### config.mk
export PLATFORM = sky130hd
export DESIGN_NAME = parity_check_ctrl
export DESIGN_NICKNAME = d
export VERILOG_FILES = /design/src/rtl/parity_check_ctrl_pkg.sv /design/src/rtl/parity_check_ctrl_row_store.sv /design/src/rtl/parity_check_ctrl.sv
export SDC_FILE = /design/constraint.sdc
export NUM_CORES = 1
export LEC_CHECK = 0
export CORE_MARGIN = 2
export CORE_UTILIZATION = 42
export DETAILED_ROUTE_END_ITERATION = 10
export GPL_ROUTABILITY_DRIVEN = 0
export GPL_TIMING_DRIVEN = 0
export HOLD_SLACK_MARGIN = 0.1
export MAX_ROUTING_LAYER = met4
export PLACE_DENSITY = 0.71
export SETUP_SLACK_MARGIN = 0.5
export SLEW_MARGIN = 20
export SYNTH_ARGS = -nofsm -noshare
export SYNTH_HDL_FRONTEND = slang
export SYNTH_SLANG_ARGS = --single-unit
export TNS_END_PERCENT = 1
### constraint.sdc
create_clock -name clk -period 2.42 [get_ports clk]
set_input_delay 0.605 -clock clk [delete_from_list [all_inputs] [get_ports clk]]
set_output_delay 0.605 -clock clk [all_outputs]
set_load 0.1 [all_outputs]
### src/rtl/parity_check_ctrl_pkg.sv
`default_nettype none
// ============================================================================
//  Module      : parity_check_ctrl_pkg
//  Description : Shared types and default sizing for the parity-check
//                controller and its row store.
//  Revision    : 1.0 - initial release
// ============================================================================
package parity_check_ctrl_pkg;

  // Default geometry: 14-symbol codewords checked against 7 parity rows
  localparam int c_def_j       = 14;
  localparam int c_def_i       = 7;
  localparam int c_def_a       = 2;
  localparam int c_def_timeout = 256;

  // Controller sequencing states, explicitly 3 bits wide
  typedef enum logic [2:0] {
    ST_IDLE   = 3'd0,
    ST_LOAD_H = 3'd1,
    ST_SEND_X = 3'd2,
    ST_WAIT_F = 3'd3,
    ST_RESULT = 3'd4
  } state_t;

  // Bits needed to carry one symbol drawn from an alphabet of size a
  function automatic int sym_width(input int a);
    return $clog2(a) + 1;
  endfunction

  // Bits needed to index rows 0..rows-1 (one spare bit keeps I-1 representable)
  function automatic int idx_width(input int rows);
    return $clog2(rows) + 1;
  endfunction

  localparam int c_def_awidth  = sym_width(c_def_a);
  localparam int c_def_i_width = idx_width(c_def_i);

endpackage
`default_nettype wire

### src/rtl/parity_check_ctrl_row_store.sv
`default_nettype none
// ============================================================================
//  Module      : parity_row_store
//  Description : I x J parity-check matrix register file. Synchronous write,
//                combinational read; addresses at or beyond I are ignored on
//                write and read back as zero.
//  Revision    : 1.0 - initial release
// ============================================================================
module parity_row_store
  import parity_check_ctrl_pkg::*;
#(
  parameter int J       = c_def_j,
  parameter int I       = c_def_i,
  parameter int I_WIDTH = idx_width(I)
) (
  input  logic               clk,
  input  logic               rst_n,
  input  logic               wr_en,
  input  logic [I_WIDTH-1:0] wr_addr,
  input  logic [J-1:0]       wr_data,
  input  logic [I_WIDTH-1:0] rd_addr,
  output logic [J-1:0]       rd_data
);

  logic [J-1:0] r_rows [I];

  // One register per row; a row only loads when the address matches it exactly,
  // which also discards out-of-range addresses without a separate bound check
  for (genvar g = 0; g < I; g++) begin : g_row
    always_ff @(posedge clk or negedge rst_n) begin
      if (!rst_n) begin
        r_rows[g] <= '0;
      end else if (wr_en && (wr_addr == I_WIDTH'(g))) begin
        r_rows[g] <= wr_data;
      end
    end
  end

  // Combinational read mux keyed by exact address match
  always_comb begin
    rd_data = '0;
    for (int r = 0; r < I; r++) begin
      if (rd_addr == I_WIDTH'(r)) begin
        rd_data = r_rows[r];
      end
    end
  end

endmodule
`default_nettype wire

### src/rtl/parity_check_ctrl.sv
`default_nettype none
// ============================================================================
//  Module      : parity_check_ctrl
//  Description : Walks a captured codeword through an external parity checker
//                one matrix row at a time, collecting per-row failures into a
//                syndrome and presenting it with a ready/valid handshake.
//  Revision    : 1.0 - initial release
// ============================================================================
module parity_check_ctrl
  import parity_check_ctrl_pkg::*;
#(
  parameter  int J       = c_def_j,
  parameter  int I       = c_def_i,
  parameter  int A       = c_def_a,
  parameter  int TIMEOUT = c_def_timeout,
  localparam int AWIDTH  = sym_width(A),
  localparam int I_WIDTH = idx_width(I)
) (
  input  logic                clk,
  input  logic                rst_n,
  input  logic                h_wr_en,
  input  logic [I_WIDTH-1:0]  h_wr_addr,
  input  logic [J-1:0]        h_wr_data,
  input  logic [J*AWIDTH-1:0] x_in,
  input  logic                x_in_valid,
  output logic                x_in_ready,
  output logic [J-1:0]        H,
  output logic                H_tvalid,
  output logic [J*AWIDTH-1:0] x,
  output logic                x_tvalid,
  input  logic                F_value,
  input  logic                F_value_tvalid,
  output logic [I-1:0]        syndrome,
  output logic                codeword_ok,
  output logic                result_valid,
  input  logic                result_ready,
  output logic                timeout_err
);

  localparam int                  c_wait_w    = $clog2(TIMEOUT) + 1;
  localparam logic [I_WIDTH-1:0]  c_last_row  = I_WIDTH'(I - 1);
  localparam logic [c_wait_w-1:0] c_wait_last = c_wait_w'(TIMEOUT - 1);

  state_t                r_state;
  state_t                w_next_state;
  logic [I_WIDTH-1:0]    r_row;
  logic [c_wait_w-1:0]   r_wait;
  logic [J*AWIDTH-1:0]   r_x;
  logic [I-1:0]          r_syndrome;
  logic                  r_timeout_err;

  logic [J-1:0]          w_row_data;
  logic [I-1:0]          w_row_mask;
  logic                  w_accept;
  logic                  w_expired;
  logic                  w_row_done;
  logic                  w_fail_bit;

  // Matrix writes are only honoured while idle so a running check sees a frozen matrix
  parity_row_store #(
    .J       (J),
    .I       (I),
    .I_WIDTH (I_WIDTH)
  ) u_row_store (
    .clk     (clk),
    .rst_n   (rst_n),
    .wr_en   (h_wr_en && (r_state == ST_IDLE)),
    .wr_addr (h_wr_addr),
    .wr_data (h_wr_data),
    .rd_addr (r_row),
    .rd_data (w_row_data)
  );

  assign w_accept   = (r_state == ST_IDLE) && x_in_valid;
  assign w_expired  = (r_state == ST_WAIT_F) && !F_value_tvalid && (r_wait == c_wait_last);
  assign w_row_done = (r_state == ST_WAIT_F) && (F_value_tvalid || (r_wait == c_wait_last));
  // A missing result is recorded as a failed row
  assign w_fail_bit = F_value_tvalid ? ~F_value : 1'b1;
  assign w_row_mask = I'(1) << r_row;

  // State register
  always_ff @(posedge clk or negedge rst_n) begin
    if (!rst_n) begin
      r_state <= ST_IDLE;
    end else begin
      r_state <= w_next_state;
    end
  end

  // Next-state logic: one LOAD_H/SEND_X/WAIT_F pass per matrix row
  always_comb begin
    w_next_state = r_state;
    case (r_state)
      ST_IDLE:   if (x_in_valid) w_next_state = ST_LOAD_H;
      ST_LOAD_H: w_next_state = ST_SEND_X;
      ST_SEND_X: w_next_state = ST_WAIT_F;
      ST_WAIT_F: if (w_row_done) w_next_state = (r_row == c_last_row) ? ST_RESULT : ST_LOAD_H;
      ST_RESULT: if (result_ready) w_next_state = ST_IDLE;
      default:   w_next_state = ST_IDLE;
    endcase
  end

  // Datapath: codeword capture, row walk, wait counter, syndrome and sticky timeout
  always_ff @(posedge clk or negedge rst_n) begin
    if (!rst_n) begin
      r_x           <= '0;
      r_row         <= '0;
      r_wait        <= '0;
      r_syndrome    <= '0;
      r_timeout_err <= 1'b0;
    end else begin
      if (w_accept) begin
        r_x        <= x_in;
        r_syndrome <= '0;
        r_row      <= '0;
      end
      if (r_state == ST_SEND_X) begin
        r_wait <= '0;
      end
      if (r_state == ST_WAIT_F) begin
        if (w_row_done) begin
          r_syndrome <= (r_syndrome & ~w_row_mask) | (w_fail_bit ? w_row_mask : '0);
          if (r_row != c_last_row) begin
            r_row <= r_row + I_WIDTH'(1);
          end
        end else begin
          r_wait <= r_wait + c_wait_w'(1);
        end
      end
      if (w_expired) begin
        r_timeout_err <= 1'b1;
      end
    end
  end

  // Output decode: strobes and buses are zero unless the current state owns them
  always_comb begin
    x_in_ready   = 1'b0;
    H            = '0;
    H_tvalid     = 1'b0;
    x            = '0;
    x_tvalid     = 1'b0;
    result_valid = 1'b0;
    case (r_state)
      ST_IDLE:   x_in_ready = 1'b1;
      ST_LOAD_H: begin
        H        = w_row_data;
        H_tvalid = 1'b1;
      end
      ST_SEND_X: begin
        x        = r_x;
        x_tvalid = 1'b1;
      end
      ST_RESULT: result_valid = 1'b1;
      default:   x_in_ready = 1'b0;
    endcase
  end

  assign syndrome    = r_syndrome;
  assign codeword_ok = (r_syndrome == '0);
  assign timeout_err = r_timeout_err;

endmodule
`default_nettype wire

== Yosys cells after proc, flatten, opt, wreduce, memory -nomap -nowiden ==
Cells that the tools add are included.

* Add/sub/neg operators: 2
* Multiply operators: 0
* Div/mod/pow operators: 0
* Magnitude comparators: 0
* Equal/unequal tests: 21
* Shift operators: 1
* Mux-type cells: 30
* Bitwise operators: 4
* Reductions and logical operators: 19

{| class="wikitable"
|+ Operator list
! operator !! count
|-
| 14-bit 2-to-1 mux || 8
|-
| 28-bit 2-to-1 mux || 1
|-
| 7-bit 2-to-1 mux || 4
|-
| 9-bit 2-to-1 mux || 3
|-
| 4-bit by 3-bit == test with 1-bit output (second input constant) || 6
|-
| 4-bit by 2-bit == test with 1-bit output (second input constant) || 4
|-
| 4-bit 2-to-1 mux || 4
|-
| 3-bit one-hot mux with 5 select lines || 1
|-
| 1-bit logical AND || 12
|-
| 3-bit 2-to-1 mux || 4
|-
| 9-bit by 1-bit adder with 9-bit output (second input constant) || 1
|-
| 9-bit by 8-bit == test with 1-bit output (second input constant) || 1
|-
| 4-bit by 1-bit == test with 1-bit output (second input constant) || 2
|-
| 4-bit logical NOT || 2
|-
| 7-bit AND || 1
|-
| 7-bit logical NOT || 1
|-
| 7-bit inverter || 1
|-
| 7-bit bitwise OR || 1
|-
| 1-bit by 4-bit left shift with 7-bit output (first input constant) || 1
|-
| 3-bit by 2-bit == test with 1-bit output (second input constant) || 2
|-
| 2-bit != test (second input constant) || 3
|-
| 1-bit 2-to-1 mux || 5
|-
| 4-bit by 1-bit adder with 4-bit output (second input constant) || 1
|-
| 4-bit by 3-bit != test with 1-bit output (second input constant) || 1
|-
| other kinds (7) || 7
|}

* Bits in registers: 150
* Latch bits: 0
* Memory bits (writable): 0
* Memory bits (read-only): 0
* Bits of input ports: 53
* Output and inout bits: 55
* Word-level logic and storage cells: 90
* Memories: 0

== Longest topological paths before layout ==
Gate-level depths: netlist of run 1.

* Depth after elaboration: 9
* Depth in mapped cells: 9
* Mapped depth without buffers: 7

== Hierarchy ==
Synthesis of run 1 repeated with hierarchy kept, for this count alone.

* Cells, all modules: 681
* Area, all modules: 7505.9 µm²

{| class="wikitable"
|+ By module, submodules not included
! module !! instances !! cells an instance !! area each (µm²) !! seq. area each (µm²)
|-
| parity_row_store || 1 || 358 || 4685.7 || 2452.4
|-
| parity_check_ctrl || 1 || 323 || 2820.2 || 1301.2
|}

== Least setup slack after synthesis of run 1 ==
OpenSTA, ideal clock, no wires.

* Path type: register -> output
* Start: reg (tool-made name)
* End: out codeword_ok
* Data arrival time: 4.203 ns
* Required time: 1.815 ns
* Path slack: -2.388 ns
* Stages on the path, launching flop included: 3
* Cell sequence: dfrtp_1 or4_1 nor4_1

{| class="wikitable"
|+ RTL lines
! item !! line !! RTL
|-
| end: declaration || parity_check_ctrl.sv:34 || <nowiki>output logic codeword_ok,</nowiki>
|}

== Final worst setup path of run 1 ==
* Start: reg r_row[1]
* End: out H[10]

* Longest elaborated chain between the ends: 9
* Elaborated cells on any way between the ends: 15

{| class="wikitable"
|+ RTL lines
! item !! line !! RTL
|-
| start: declaration || parity_check_ctrl.sv:46 || <nowiki>logic [I_WIDTH-1:0] r_row;</nowiki>
|-
| start signal: assignment || parity_check_ctrl.sv:124 || <nowiki>r_row <= r_row + I_WIDTH'(1);</nowiki>
|-
| 4-bit logical NOT || parity_check_ctrl_row_store.sv:43 || <nowiki>if (rd_addr == I_WIDTH'(r)) begin</nowiki>
|-
| 14-bit 2-to-1 mux (6 in a row) || parity_check_ctrl_row_store.sv:43 ||
|-
| 14-bit 2-to-1 mux (*) || parity_check_ctrl_row_store.sv:43 ||
|-
| 14-bit 2-to-1 mux (*) || parity_check_ctrl.sv:144 || <nowiki>case (r_state)</nowiki>
|-
| end: declaration || parity_check_ctrl.sv:27 || <nowiki>output logic [J-1:0] H,</nowiki>
|}

Mark *: on every way between the ends. The rest lies on a longest branch, timed or not.

==> results of run 1 <==
==> cells in the final DEF (no fill, tap or decap), types with 5 or more instances in the layout <==
cell type	n
a221oi_2	10
nand2_1	101
clkbuf_1	5
nor2b_1	16
buf_4	16
o21a_1	11
mux2i_1	8
nor2_1	16
buf_6	5
dfrtp_2	7
clkbuf_4	7
mux2_2	98
nand4_1	8
and2_4	28
o311a_1	12
bufinv_16	6
dfrtp_1	141
clkbuf_16	20
inv_1	24
buf_2	17
o211ai_1	22
a21oi_1	25
nand2b_1	13
nand3_1	9
buf_8	9
o21ai_0	13
nand3b_1	20
clkbuf_2	8
nor4_4	5
buf_12	47
clkdlybuf4s50_1	48
==> where the power goes <==
| part | leakage, nW | switching [mW] | internal [mW] |
|---|---|---|---|
| Sequential | 2.00 | 0.430 | 3.17 |
| Combinational | 2.64 | 4.29 | 2.66 |
| Clock | 0.331 | 1.07 | 1.99 |
| Total | 4.97 | 5.79 | 7.82 |
==> state kept, by name (all words and copies together), names as in the netlist, named ones only <==
signal / flops
u_row_store.r_rows: 98
r_row: 4
timeout_err: 1
r_wait: 9
r_state: 3
r_x: 28
==> worst paths after layout <==
check,slack (ps),endpoint
max,-600,H[10]
min,80,r_wait[3]$_DFF_PN0_
max reg2reg,460,u_row_store.r_rows[94]$_DFFE_PN0P_
min reg2reg,480,r_x[2]$_DFFE_PN0P_
max in group asynchronous,1480,r_state[0]$_DFFE_PN0P_
min in group clk,480,r_x[2]$_DFFE_PN0P_
==> per-layer routing <==
layer  wire length [um]  GRT usage  share of wire
met1               9440     0.3033           0.44
met3               1214    0.05092          0.057
met2              10470     0.3687           0.49
met4                353    0.07304          0.016
met5                  0          -              0
==> worst max-delay path, delay by kind of cell, from the launching register on <==
kind / cells / cell delay [ps]
adders and majority gates: 1 / 190
DFF: 1 / 460
and+or+nand+nor: 1 / 330
buffers and inverters: 2 / 370
AOI/OAI and AO/OA: 2 / 650
==> cell families after synthesis <==
logic type,after synthesis
adder cells (fa/ha/maj),7
AO/OA/AOI/OAI,124
flip-flops,150
multiplexers,106
AND/OR/NAND/NOR,249
buffers and inverters,83
==> final cells by class <==
cell class                 instances  area [um2]
sequential                       150        3770
timing repair buffer             115        1574
inverter                          27       108.9
clock inverter                    11       220.2
buffer                            56       516.7
clock buffer                      20       456.7
multi-input combinational        486        3934
fill                            1384        6974
tap                              229       286.5
==> timing repair <==
item | 4_1_cts | 5_1_grt
gates resized for setup | 593 | 51
endpoints found under the setup margin | 158 | 137
gates cloned | 0 | 0
setup buffers | 6 | 1
pin swaps | 43 | 29
hold buffers | 0 | 0
==> per-stage QoR <==
stage | TNS, ps | hold WS, ps | power [mW] | std cells | worst slack (ps)
6_report | -11880 | 83.89 | 13.61 | 1094 | -603.7
3_5_place_dp | -55090 | 453.7 | 9.129 | 1056 | -1461
5_1_grt | -14360 | 112.5 | 14.20 | 1094 | -643.7
3_3_place_gp | -881490 | 448.9 | 9.030 | 1055 | -6575
4_1_cts | -12940 | 109.2 | 13.31 | 1093 | -563.1
2_1_floorplan | -11430 | 309.4 | 7.576 | 719 | -436.4
==> impl_results.md, run 1 <==
* Worst-path fanout max at 5
* Antenna Nets Post-Route at 0
* H-Tree Depth at 4
* Setup ws final at -603.7 ps
* XOR/XNOR Fraction of Synth Area at 0
* Power Density at 1253 nW/um2
* Post-synth ARST share at 1.000
* HP Class: in2async
* Total grt overflow at 0
* Top post-synthesis cells by count: 150 x dfrtp_1, 101 x nand2_1, 98 x mux2_2
* Synth Area in Compound Gates at 0.1167
* Final Cycle Share at 1.249
* Via/cell ratio at 5.622
* Clock Sinks at 150
* Tmin final at between 3000 and 4000 ps
* Worst-path cell chain: ha_4 -> or3_4 -> buf_8 -> a221o_1 -> a211oi_4 -> buf_12
* Peak VDD IR at 0.9263 mV
* FF+latch count, synth at 150
* First-pass iteration count of the detailed router at 5
* Max Clock Freq at 0.3307 GHz
* Main combinational cell family by area after synthesis: simple AND/OR/NAND/NOR gates
* Final Hold Viols at 0
* DRT Wirelength at 21.48 mm
* Dpl hpwl at approximately 14 mm
* Adder-Cell Fraction of Synth Area at 0.01154
* Tot GR Track Use at 0.2338
* Setup Skew at 7.542 ps
* Yosys warning count at 0
* I/O Buffers at approximately 110
* Placement-stage cell area at 9066 um2
* I/O pin count at 108
* Vias in the first global route at 6316
* EDFF count, synth at 0
* CTS Buf Count at 17
* Maximum number of pins on one net before global-route repair at 97
* Failing checks: negative setup slack
* Final Max Tran Viols at 0
* Setup crit start: r_row[1]$_DFF_PN0_
* Count of cell types in the netlist at 51
* Max-slew headroom at 0.3542
* Final #Nets at 913
* Slew @ Worst Pin at approximately 970 ps
* Setup Crit Path Kind: reg2out
* Yosys top cell area share at 0.4946
* Worst path required time at 1810 ps
* Clock Tree Root: clkbuf_16
* Post-Syn Area per Cell at 10.56 um2
* Clk buf depth at 2
* DR WL/cell at 19.64 um
* CP max stage cell: dfrtp_2
* Row count at 49
* RSZ-0062 raised after global routing: true
* Status: finished, violations left
* Post-Synth Simple-Gate Area at 0.1752
* Post-synthesis mux area share at 0.1560
* Initial DRC Count at 451
* Share of cells above drive strength 1 at 0.3861
* Static leakage at slightly below 5 nW
* CTS clock-pin slew for the worst setup and hold paths at approximately 60 ps
* Synth Flop Type: dfrtp_1
* Mapped Nets at 779
* Worst Path Arrival at roughly 2400 ps
* Crit. End Element: output port
* Initial antenna violation count at 0
* Die area at 19160 um2
* Core area at about 18000 um2
* Chip Width at around 140 um
* Max cap viols at 0
* Post-Syn Area at around 7600 um2
* Syn Inst Count at slightly above 700
* Layout area overhead at 43.18%
* # setup viols final at 43
* Initial Utilization at 0.4254
* Most area-hungry cell type in the Yosys netlist: dfrtp_1
* Top post-synthesis cells by area: dfrtp_1 49%, mux2_2 15%, nand2_1 5.0%
* DRC errors left at 0
* Critical Path Start Type: flop
* Die span in y at around 140 um
* Seq/Total Area, Yosys at 0.4946
* Global-route wire length before repair at 34.55 mm
* Count leader, synth: dfrtp_1
* Clock Latency Late Sink at 430 ps
* Post-layout util at 0.6091
* Cell depth of the worst flop-to-flop path at 4
* DR vias at 6150
* Fin area at 10870 um2
* Crit path largest cell delay at around 460 ps
* Crit Reg-Reg Startpoint: r_state[2]$_DFFE_PN0P_
* CTS tree: built
* Diodes inserted at 0
No activity file was read; power rests on OpenSTA's default activity.
==> run 2: changes to the inputs <==
--- a/config.mk
+++ b/config.mk
@@ -13,5 +13,5 @@
 export HOLD_SLACK_MARGIN = 0.1
 export MAX_ROUTING_LAYER = met4
-export PLACE_DENSITY = 0.71
+export PLACE_DENSITY = 0.69
 export SETUP_SLACK_MARGIN = 0.5
 export SLEW_MARGIN = 20
==> constraint.sdc (replaced) <==
create_clock -name clk -period 2.42 [get_ports clk]
set_input_delay 0.484 -clock clk [delete_from_list [all_inputs] [get_ports clk]]
set_output_delay 0.484 -clock clk [all_outputs]
set_load 0.1 [all_outputs]
==> impl_results.md, run 2 (synthesis results as in run 1) <==
* Clock Sinks at 150
* # setup viols final at 24
* Final #Nets at 914
* Row count at 49
* CTS clock-pin slew for the worst setup and hold paths at around 60 ps
* Setup Skew at 8.365 ps
* Maximum number of pins on one net before global-route repair at 87
* DRC errors left at 0
* DRT Wirelength at 21.37 mm
* CTS tree: built
* Final Cycle Share at 1.199
* Initial Utilization at 0.4254
* Tmin final at about 2900 ps
* Final Max Tran Viols at 0
* Clk buf depth at 2
* Initial DRC Count at 457
* DR WL/cell at 19.50 um
* Sw frac at 0.4334
* Worst-path fanout max at 5
* CTS Buf Count at 17
* Critical Path Start Type: flop
* Layout area overhead at 42.37%
* Max Clock Freq at 0.3446 GHz
* Core area at 17840 um2
* Regs by FF count: u_row_store.r_rows: 98 flops, r_x: 28 flops, r_wait: 9 flops
* Tot GR Track Use at 0.2332
* RSZ-0062 raised after global routing: true
* I/O Buffers at 107
* Chip Width at 138.4 um
* Reg with most FFs: u_row_store.r_rows
* Via/cell ratio at 5.599
* Global-route wire length before repair at around 34 mm
* Power Density at about 1200 nW/um2
* Most frequent cells in the layout: 143 x dfrtp_1, 101 x nand2_1, 98 x mux2_2
* Max reg flops at 98
* Clock Latency Late Sink at 430 ps
* Static leakage at 4.962 nW
* Slew @ Worst Pin at 546.4 ps
* Die span in y at roughly 140 um
* Dpl hpwl at 13.51 mm
* Flop pwr share at 0.272
* Dpl ws at -1367 ps
* Combinational fraction of design power at 0.521
* Setup Crit Path Kind: reg2out
* Worst Path Arrival at 2420 ps
* Initial antenna violation count at 0
* HP Class: reg2reg
* Net Sw Power at 5.729 mW
* Failing checks: negative setup slack
* Die area at roughly 19000 um2
* Max-slew headroom at 0.6375
* Crit. End Element: output port
* Clk pwr share at 0.207
* Total grt overflow at 0
* Max cap viols at 0
* Vias in the first global route at 6196
* Setup_tns at -7107 ps
* DR vias at 6137
* Clock Tree Root: clkbuf_16
* Diodes inserted at 0
* Worst path required time at 1940 ps
* Status: finished, violations left
* Setup ws final at -482.3 ps
* Share of cells above drive strength 1 at 0.3795
* Peak VDD IR at 1.224 mV
* I/O pin count at 108
* Commonest non-fill, non-tap cell in the layout: dfrtp_1
* Int Power at ~7.5 mW
* Antenna Nets Post-Route at 0
* H-Tree Depth at 4
* First-pass iteration count of the detailed router at 6
* Final Hold Viols at 0
-- run 2: power groups by stage --
stage               sequential (mW)  combinational, mW  clock, mW
floorplan                      3.78               3.80          0
global placement               3.56               5.47          0
detailed placement             3.58               5.54          0
CTS                            3.57               6.61       2.78
global route                   3.67               7.24       2.89
finish                         3.60               6.89       2.73
-- run 2: final timing paths --
check / startpoint / to / slack, ps / cells after the start
worst max-delay path: r_row[0]$_DFF_PN0_ / H[10] / -480 / 6
worst min-delay path: r_x[2]$_DFFE_PN0P_ / r_x[2]$_DFFE_PN0P_ / 470 / 2
worst max register to register: r_wait[0]$_DFF_PN0_ / flop / 440 / 9
worst min register to register: r_x[2]$_DFFE_PN0P_ / r_x[2]$_DFFE_PN0P_ / 470 / 2
max in group asynchronous: rst_n / u_row_store.r_rows[88]$_DFFE_PN0P_ / 1020 / 3
min in group asynchronous: rst_n / r_state[2]$_DFFE_PN0P_ / 590 / 2
-- run 2: area by class of cell --
| type | count | area, um2 |
|---|---|---|
| fillers | 1448 | 7036 |
| multi-input cells | 486 | 3909 |
| well taps | 229 | 286.5 |
| plain buffers | 56 | 528.0 |
| clock buffers | 21 | 460.4 |
| repair buffers | 116 | 1603 |
| inverters | 27 | 106.4 |
| flip-flops and latches | 150 | 3767 |
| clock inverters | 11 | 145.1 |
-- run 2: per-stage QoR --
step                      hold WS [ps]  power (mW)  area (um2)    util  cells
after floorplan                  188.4       7.576        7676       -    719
after global placement           449.9       9.029        9034  0.5063   1055
after detailed placement         453.9       9.121        9066  0.5082   1056
after CTS                        476.2       12.96       10610  0.5946   1092
after global routing             503.2       13.81       10810  0.6057   1096
final                            472.8       13.22       10810  0.6057   1096
-- run 2: what timing repair did --
action	4_1_cts	5_1_grt
endpoints found under the setup margin	128	141
setup buffers	3	4
endpoints found under the hold margin	64	0
hold buffers	1	0
gates resized for setup	575	55
pin swaps	44	28
-- run 2: per-layer routing --
metal  vias up  GRT usage  share of wire
li1       2823          -              -
met2       169     0.3679           0.50
met3        33    0.04849          0.048
met5         -          -              0
met1      3112     0.3011           0.43
met4         0    0.08002          0.021
-- run 2: worst max-delay path: stages (launching register included) --
cell and delay, ps:
dfrtp_2 450, ha_4 200, or3_4 340, buf_8 150, a221o_1 300, a211oi_4 340
buf_12 220
